===== src/rtl/probe_pkg.sv =====
// Shared types for the probe engine request path.
// Holds the sequencer state encoding and datapath widths.
package probe_pkg;

  localparam int ADDR_W = 64;
  localparam int CNT_W  = 8;

  typedef enum logic [1:0] {
    IDLE,
    ISSUE,
    DRAIN,
    DONE
  } seq_state_t;

endpackage


===== src/rtl/credit_tracker.sv =====
// Outstanding-read counter for the request sequencer.
// Grants credit below the limit and flags stray responses.
module credit_tracker
  import probe_pkg::*;
#(
  parameter int MAX_OUTSTANDING = 16
) (
  input  logic clk,
  input  logic rst,
  input  logic clear,
  input  logic inc,
  input  logic dec,
  output logic credit_ok,
  output logic empty_next,
  output logic err
);

  localparam logic [CNT_W-1:0] MAX =
    CNT_W'(MAX_OUTSTANDING);

  logic [CNT_W-1:0] cnt;
  logic [CNT_W-1:0] cnt_nxt;
  logic             stray;
  logic             take;

  // a response with nothing in flight is dropped, not counted
  always_comb begin
    stray   = dec && (cnt == '0);
    take    = dec && !stray;
    cnt_nxt = cnt + CNT_W'(inc) - CNT_W'(take);
  end

  assign credit_ok  = cnt < MAX;
  assign empty_next = cnt_nxt == '0;

  always_ff @(posedge clk or negedge rst) begin
    if (!rst) begin
      cnt <= '0;
      err <= 1'b0;
    end else if (clear) begin
      cnt <= '0;
      err <= 1'b0;
    end else begin
      cnt <= cnt_nxt;
      if (stray) err <= 1'b1;
    end
  end

endmodule


===== src/rtl/mem_read_sequencer.sv =====
// Walks [start, end) by step issuing credit-limited reads.
// Completes once every issued read has returned.
module mem_read_sequencer
  import probe_pkg::*;
#(
  parameter int MAX_OUTSTANDING = 16
) (
  input  logic              clk,
  input  logic              rst,
  input  logic              go_in,
  input  logic [ADDR_W-1:0] start_in,
  input  logic [ADDR_W-1:0] end_in,
  input  logic [ADDR_W-1:0] step_in,
  output logic              req_valid_out,
  output logic [ADDR_W-1:0] req_addr_out,
  input  logic              req_ready_in,
  input  logic              rsp_valid_in,
  output logic              busy_out,
  output logic              done_out,
  output logic [ADDR_W-1:0] req_count_out,
  output logic              err_out
);

  seq_state_t        state;
  logic [ADDR_W-1:0] addr;
  logic [ADDR_W-1:0] lim;
  logic [ADDR_W-1:0] step;
  logic [ADDR_W:0]   sum;
  logic              go_ok;
  logic              hs;
  logic              last;
  logic              credit_ok;
  logic              empty_next;

  assign go_ok = go_in &&
    (state == IDLE || state == DONE);

  assign req_valid_out = (state == ISSUE) && credit_ok;
  assign req_addr_out  = addr;
  assign hs = req_valid_out && req_ready_in;

  // carry out of the add ends the walk like reaching the bound
  assign sum  = {1'b0, addr} + {1'b0, step};
  assign last = sum[ADDR_W] || (sum[ADDR_W-1:0] >= lim);

  credit_tracker #(
    .MAX_OUTSTANDING(MAX_OUTSTANDING)
  ) u_credit (
    .clk        (clk),
    .rst        (rst),
    .clear      (go_ok),
    .inc        (hs),
    .dec        (rsp_valid_in),
    .credit_ok  (credit_ok),
    .empty_next (empty_next),
    .err        (err_out)
  );

  always_ff @(posedge clk or negedge rst) begin
    if (!rst) begin
      state         <= IDLE;
      addr          <= '0;
      lim           <= '0;
      step          <= '0;
      req_count_out <= '0;
      busy_out      <= 1'b0;
      done_out      <= 1'b0;
    end else begin
      unique case (state)
        IDLE, DONE: begin
          if (go_in) begin
            addr          <= start_in;
            lim           <= end_in;
            step          <= (step_in == '0) ?
                             ADDR_W'(1) : step_in;
            req_count_out <= '0;
            if (start_in < end_in) begin
              state    <= ISSUE;
              busy_out <= 1'b1;
              done_out <= 1'b0;
            end else begin
              state    <= DONE;
              busy_out <= 1'b0;
              done_out <= 1'b1;
            end
          end
        end
        ISSUE: begin
          if (hs) begin
            addr          <= sum[ADDR_W-1:0];
            req_count_out <= req_count_out + ADDR_W'(1);
            if (last) state <= DRAIN;
          end
        end
        DRAIN: begin
          if (empty_next) begin
            state    <= DONE;
            busy_out <= 1'b0;
            done_out <= 1'b1;
          end
        end
        default: state <= IDLE;
      endcase
    end
  end

endmodule


===== config.mk =====
export PLATFORM = sky130hd
export DESIGN_NAME = mem_read_sequencer
export DESIGN_NICKNAME = d
export VERILOG_FILES = /design/src/rtl/probe_pkg.sv /design/src/rtl/credit_tracker.sv /design/src/rtl/mem_read_sequencer.sv
export SDC_FILE = /design/constraint.sdc
export NUM_CORES = 1
export LEC_CHECK = 0
export ABC_AREA = 1
export ABC_CLOCK_PERIOD_IN_PS = 4250
export BUFFER_PORTS_ARGS = -buffer_cell sky130_fd_sc_hd__clkbuf_2
export CAP_MARGIN = 5
export CELL_PAD_IN_SITES_DETAIL_PLACEMENT = 1
export CELL_PAD_IN_SITES_GLOBAL_PLACEMENT = 2
export CORE_MARGIN = 4
export CORE_UTILIZATION = 30
export CTS_CLUSTER_DIAMETER = 50
export CTS_CLUSTER_SIZE = 14
export DETAILED_ROUTE_END_ITERATION = 16
export PLACE_DENSITY = 0.79
export SLEW_MARGIN = 20
export SYNTH_ARGS = -nofsm -noshare
export SYNTH_HDL_FRONTEND = slang
export SYNTH_SLANG_ARGS = --single-unit

===== constraint.sdc =====
create_clock -name clk -period 4.25 [get_ports clk]
set_input_delay 0.85 -clock clk [delete_from_list [all_inputs] [get_ports clk]]
set_output_delay 0.85 -clock clk [all_outputs]
set_load 0.05 [all_outputs]

# Word-level counts from Yosys, hierarchy flattened
# Cells that the tools add are included.
# totals
reg_bits,269
input_bits,197
output_inout_bits,132
wordCells,67
# op_classes
addsub,4
n_lt_le_gt_ge,3
eq_ne,7
n_mux,24
n_reduce_logical,20
# op_table
operator,n
64-bit 2-to-1 mux,5
64-bit case mux with 2 select lines,2
64-bit by 64-bit adder with 65-bit output,1
"64-bit by 1-bit adder with 64-bit output, second input constant",1
64-bit greater-or-equal comparator,1
64-bit logical NOT,1
64-bit < comparator,1
8-bit logical NOT,2
2-bit 2-to-1 mux,5
8-bit by 1-bit adder with 8-bit output,1
"8-bit by 5-bit < comparator with 1-bit output, second input constant",1
1-bit 2-to-1 mux,8
8-bit 2-to-1 mux,1
8-bit by 1-bit subtractor with 8-bit output,1
"2-bit inequality test, second input constant",3
2-bit case mux with 3 select lines,1
3-bit AND reduction,2
2-bit nonzero test,3
1-bit logical AND,5
"2-bit equality test, second input constant",2
1-bit case mux with 2 select lines,2
4-bit AND reduction,1
"2-bit by 1-bit equality test with 1-bit output, second input constant",1
2-bit logical NOT,1
5 further kinds,6

# Depth between registers and ports, before layout
# logic_depth
word_depth,8
ltp_mapped,27
ltp_nobuf,27

# Modules after synthesis
# From an unflattened synthesis, not the netlist that was laid out.
# hier_totals
hier_cells,3066
area_unflattened_um2,21023.9
# modules_own_cells
mod,instances,cells_each,area_per_inst_um2,seq_area_each_um2
mem_read_sequencer,1,2949,20236.9,6506.2
credit_tracker,1,117,787.0,225.2

# Worst setup path after synthesis
# No wires, ideal clock.
# synth_path
path_type,flip-flop to flip-flop
start,"register addr[0], in the netlist req_addr_out[0]"
end,register state[1]
setup_ns,0.116
t_arrival_ns,3.185
required_ns,4.134
path_slack_ns,0.949
stages_incl_launch_ff,24
synth_period_minus_slack_ns,3.301
cell_sequence,dfrtp_1 > ha_1 > inv_1 > fa_1 > nor2_1 > o21ai_0 > nand2_2 > nand2_1 > nand2_1 > nand2_1 > nand2_1 > nand2_1 > nand3_1 > nand2_1 > ha_1 > nand2_1 > nor2_1 > and2_1 > nand3b_1 > nor2_1 > nor3_1 > nand3_2 > nand3_1 > nand2_1
# synth_between
elab_chain_cells,5
# synth_lines
element,line_no,source
"start, declared",mem_read_sequencer.sv:25,logic [ADDR_W-1:0] addr;
"start signal, assigned",mem_read_sequencer.sv:72,addr <= start_in;
"start signal, assigned",mem_read_sequencer.sv:90,addr <= sum[ADDR_W-1:0];
64-bit by 64-bit adder with 65-bit output *,mem_read_sequencer.sv:43,"assign sum = {1'b0, addr} + {1'b0, step};"
64-bit greater-or-equal comparator,mem_read_sequencer.sv:44,assign last = sum[ADDR_W] || (sum[ADDR_W-1:0] >= lim);
1-bit logical OR *,mem_read_sequencer.sv:44,
2-bit inequality test (no line) *,n/a,
4-bit AND reduction (no line) *,n/a,
"end signal, assigned",mem_read_sequencer.sv:61,state <= IDLE;
"end signal, assigned",mem_read_sequencer.sv:78,state <= ISSUE;
"end signal, assigned",mem_read_sequencer.sv:82,state <= DONE;
"end, declared",mem_read_sequencer.sv:24,seq_state_t state;
# Mark *: on every way between the ends. The rest lies on a longest branch, timed or not.
# A chain may end at the register's enable or synchronous reset.

# Final worst setup path
# layout_path
start,"register addr[4], in the netlist req_addr_out[4]"
end,register state[0]
# The elaborated chain is that of the path after synthesis.

==> flow_metrics.env <==
export IMPL_outcome="completed"
export IMPL_area_delta_synth_final_pct=21.53
export IMPL_ios=329
export IMPL_port_buffer_count=328
export IMPL_dr_pass1_iters=5
export IMPL_p_int_mw=11.65
export IMPL_cp_start_kind="flop"
export IMPL_nets=4134
export IMPL_core_um2=72830
export IMPL_start_util_pct=30.23
export IMPL_p_seq_share_pct=16.6
export IMPL_seqCellArea_um2=6731
export IMPL_synth_edf_count=0
export IMPL_drt_total_wl_um=94160
export IMPL_clock_sinks=269
export IMPL_multi_input_area_um2=13080
export IMPL_clkPwrFrac_pct=17.5
export IMPL_cp_max_fo=4
export IMPL_maxCapViolations=0
export IMPL_post_cts_buffers=0
export IMPL_synth_cell_types=51
export IMPL_antenna_found_initial=9
export IMPL_synth_most_common_cell="nand2_1"
export IMPL_drt_iter0_drc=1389
export IMPL_cts_resized=0
export IMPL_yosys_warnings=0
export IMPL_async_flop_share_pct=100.0
export IMPL_synthFlopType="dfrtp_1"
export IMPL_root_buffer="clkbuf_16"
export IMPL_h_tree_depth=2
export IMPL_cts_hold_buf=0
export IMPL_max_vdd_ir_drop_uv=410.6
export IMPL_ys_seq_area_share_pct=30.58
export IMPL_drcViolationCount=0
export IMPL_insertion_delay_ns=0.62
export IMPL_vias=22950
export IMPL_die_area_um2=77790
export IMPL_min_period_ns=4.011
export IMPL_grt_overflow=0
export IMPL_finalWeightedCongestion=0.9709
export IMPL_wire_per_inst_um=19.86
export IMPL_slowest_stage="dfrtp_1"
export IMPL_cts_tree="yes"
export IMPL_worstPathCellList="ha_1 -> nand2_1 -> inv_1 -> nand2_1 -> nand3_1 -> buf_4 -> nand3_1 -> nand3_1 -> or2_2 -> and2_1 -> ha_1 -> nand2_1 -> inv_1 -> nand3_1 -> nor4_2 -> nand2_1 -> nand2_1 -> nand2_1 -> nand3_2 -> nand2_1 -> nand2_1 -> nand2_1"
export IMPL_viasPerCell=4.842
export IMPL_power_density_nw_per_um2=991.6
export IMPL_rsz0062_at_grt="no"
export IMPL_grt_start_max_net_pins=89
export IMPL_p_leak_nw=14.62
export IMPL_yosys_area_top_type="dfrtp_1"
export IMPL_worstHoldPathType="input pin to async pin"
export IMPL_synthTopCellsByArea="dfrtp_1 (31%), nand2_1 (20%), ha_1 (12%)"
export IMPL_hold_viol_final=0
export IMPL_p_sw_mw=14.88
export IMPL_slew_headroom_pct=26.00
export IMPL_clk_pin_slew_ns=0.05
export IMPL_drive_gt1_share_pct=13.60
export IMPL_post_dp_hpwl_um=77200
export IMPL_synth_seq_cells=269
export IMPL_floorplan_rows=99
export IMPL_fin_skew_ns=0.02505
export IMPL_die_h_um=278.9
export IMPL_cpMostUsedCell="nand2_1"
export IMPL_cts_made_buffers=53
export IMPL_worstMarginPinSlew_ns=1.100
export IMPL_final_max_slew_viol_count=0
export IMPL_crit_arrival_ns=4.51
export IMPL_yosys_top_cells_count="nand2_1 (1,181), inv_1 (513), nor2_1 (337)"
export IMPL_synth_top_area_share_pct=30.58
export IMPL_grt_pass1_vias=23860
export IMPL_power_frac_comb_pct=66.0
export IMPL_fmax_mhz=249.3
export IMPL_fin_crit_sh_pct=94.38
export IMPL_grt_pass1_wl_um=143500
export IMPL_cts_path_max_buffers=3
export IMPL_final_util_pct=36.73
export IMPL_criticalPathCategory="flop to flop"
export IMPL_switching_share_pct=56.08
export IMPL_die_x_um=278.9
export IMPL_ant_nets=0
export IMPL_synth_fp_nets=3803
export IMPL_fin_tns_setup_ns=0
export IMPL_cp_required_ns=4.75
export IMPL_finalSetupViolCount=0
export IMPL_grtUsageTotal_pct=23.76
export IMPL_fill_cells=9454
export IMPL_syn_cell_area_um2=22020
export IMPL_netlist_instances=3397
export IMPL_slowest_delay_ns=0.41
export IMPL_end_kind="flop"
export IMPL_synth_area_per_cell_um2=6.481
[sequential cells by signal (all words and copies together), names as in the netlist]
register,count
req_addr_out,64
done_out,1
busy_out,1
step,64
u_credit.cnt,8
req_count_out,64
lim,64
u_credit.err,1
state,2
[final cells by class]
cell class                      count  area share [%]
Antenna cell                        9         0.08417
Sequential cell                   269           25.16
Tap cell                          959           4.485
Inverter                          521           7.309
Clock buffer                       55           5.102
Multi-Input combinational cell   2536           48.88
Clock inverter                     45           2.132
Timing Repair Buffer              347           6.846
[cell families after synthesis]
logic type / Yosys count / synth area share [%]
buffers and inverters: 592 / 10.20
adders and majority gates: 209 / 11.95
and+or+nand+nor: 1881 / 35.67
AOI/OAI and AO/OA: 396 / 9.553
xor gates and xnor gates: 50 / 2.057
DFF: 269 / 30.58
[per-stage QoR]
stage / std cells / worst slack (ns) / area (um2) / hold slack [ns] / power [mW]
2_1_floorplan: 3397 / 0.9490 / 22020 / 0.4528 / 16.24
3_3_place_gp: 4632 / 0.1859 / 24780 / 0.4654 / 21.71
3_5_place_dp: 4632 / 0.1561 / 24780 / 0.4746 / 21.96
4_1_cts: 4732 / 0.1461 / 26720 / 0.2102 / 26.79
5_1_grt: 4741 / 0.004532 / 26760 / 0.2377 / 29.31
6_report: 4741 / 0.2388 / 26760 / 0.2125 / 26.53
[layer usage]
metal,wire length [um],up-vias,global-route usage [%]
li1,-,11460,-
met1,43780,10910,32.35
met2,42700,462,38.87
met3,4994,114,4.156
met4,2694,0,6.720
met5,0,-,0
[worst paths after layout]
| kind | from | endpoint | slack [ns] | cells after the start |
|---|---|---|---|---|
| min in group clk | step_in[60] | step[60]$_DFFE_PN0P_ | 0.44 | 3 |
| worst min-delay path | rst | u_credit.cnt[2]$_DFF_PN0_ | 0.21 | 1 |
| max in group asynchronous | rst | step[32]$_DFFE_PN0P_ | 3.05 | 2 |
| worst max register to register | req_addr_out[4]$_DFFE_PN0P_ | state[0]$_DFFE_PN0P_ | 0.24 | 22 |
| worst max-delay path | req_addr_out[4]$_DFFE_PN0P_ | state[0]$_DFFE_PN0P_ | 0.24 | 22 |
| worst min register to register | lim[54]$_DFFE_PN0P_ | lim[54]$_DFFE_PN0P_ | 0.48 | 2 |
[layout by cell type (no fill, tap or decap), drive strengths merged, types with 20 or more instances in the layout]
master  synthesis  final
buf            19     20
xor2           44     44
a21oi         205    205
nor2          348    348
nor4           27     27
nand4          61     61
inv           521    542
clkbuf         52    382
nand2        1192   1192
ha            207    207
dfrtp         269    269
o21ai         147    147
nand3         151    151
nor3           74     74
[power by group through the flow]
stage	combinational, mW	clock [mW]	sequential (mW)
3_3_place_gp	17.3	0	4.38
6_report	17.5	4.63	4.40
5_1_grt	19.9	4.86	4.53
2_1_floorplan	11.0	0	5.27
4_1_cts	17.7	4.74	4.40
3_5_place_dp	17.5	0	4.43
[worst max-delay path, delay by kind of cell, from the launching register on]
family	cells	cell delay (ns)
simple gates	17	2.54
fa+ha+maj	2	0.63
flops	1	0.41
buf+inv	3	0.30
Power figures use the tool's default switching activity.
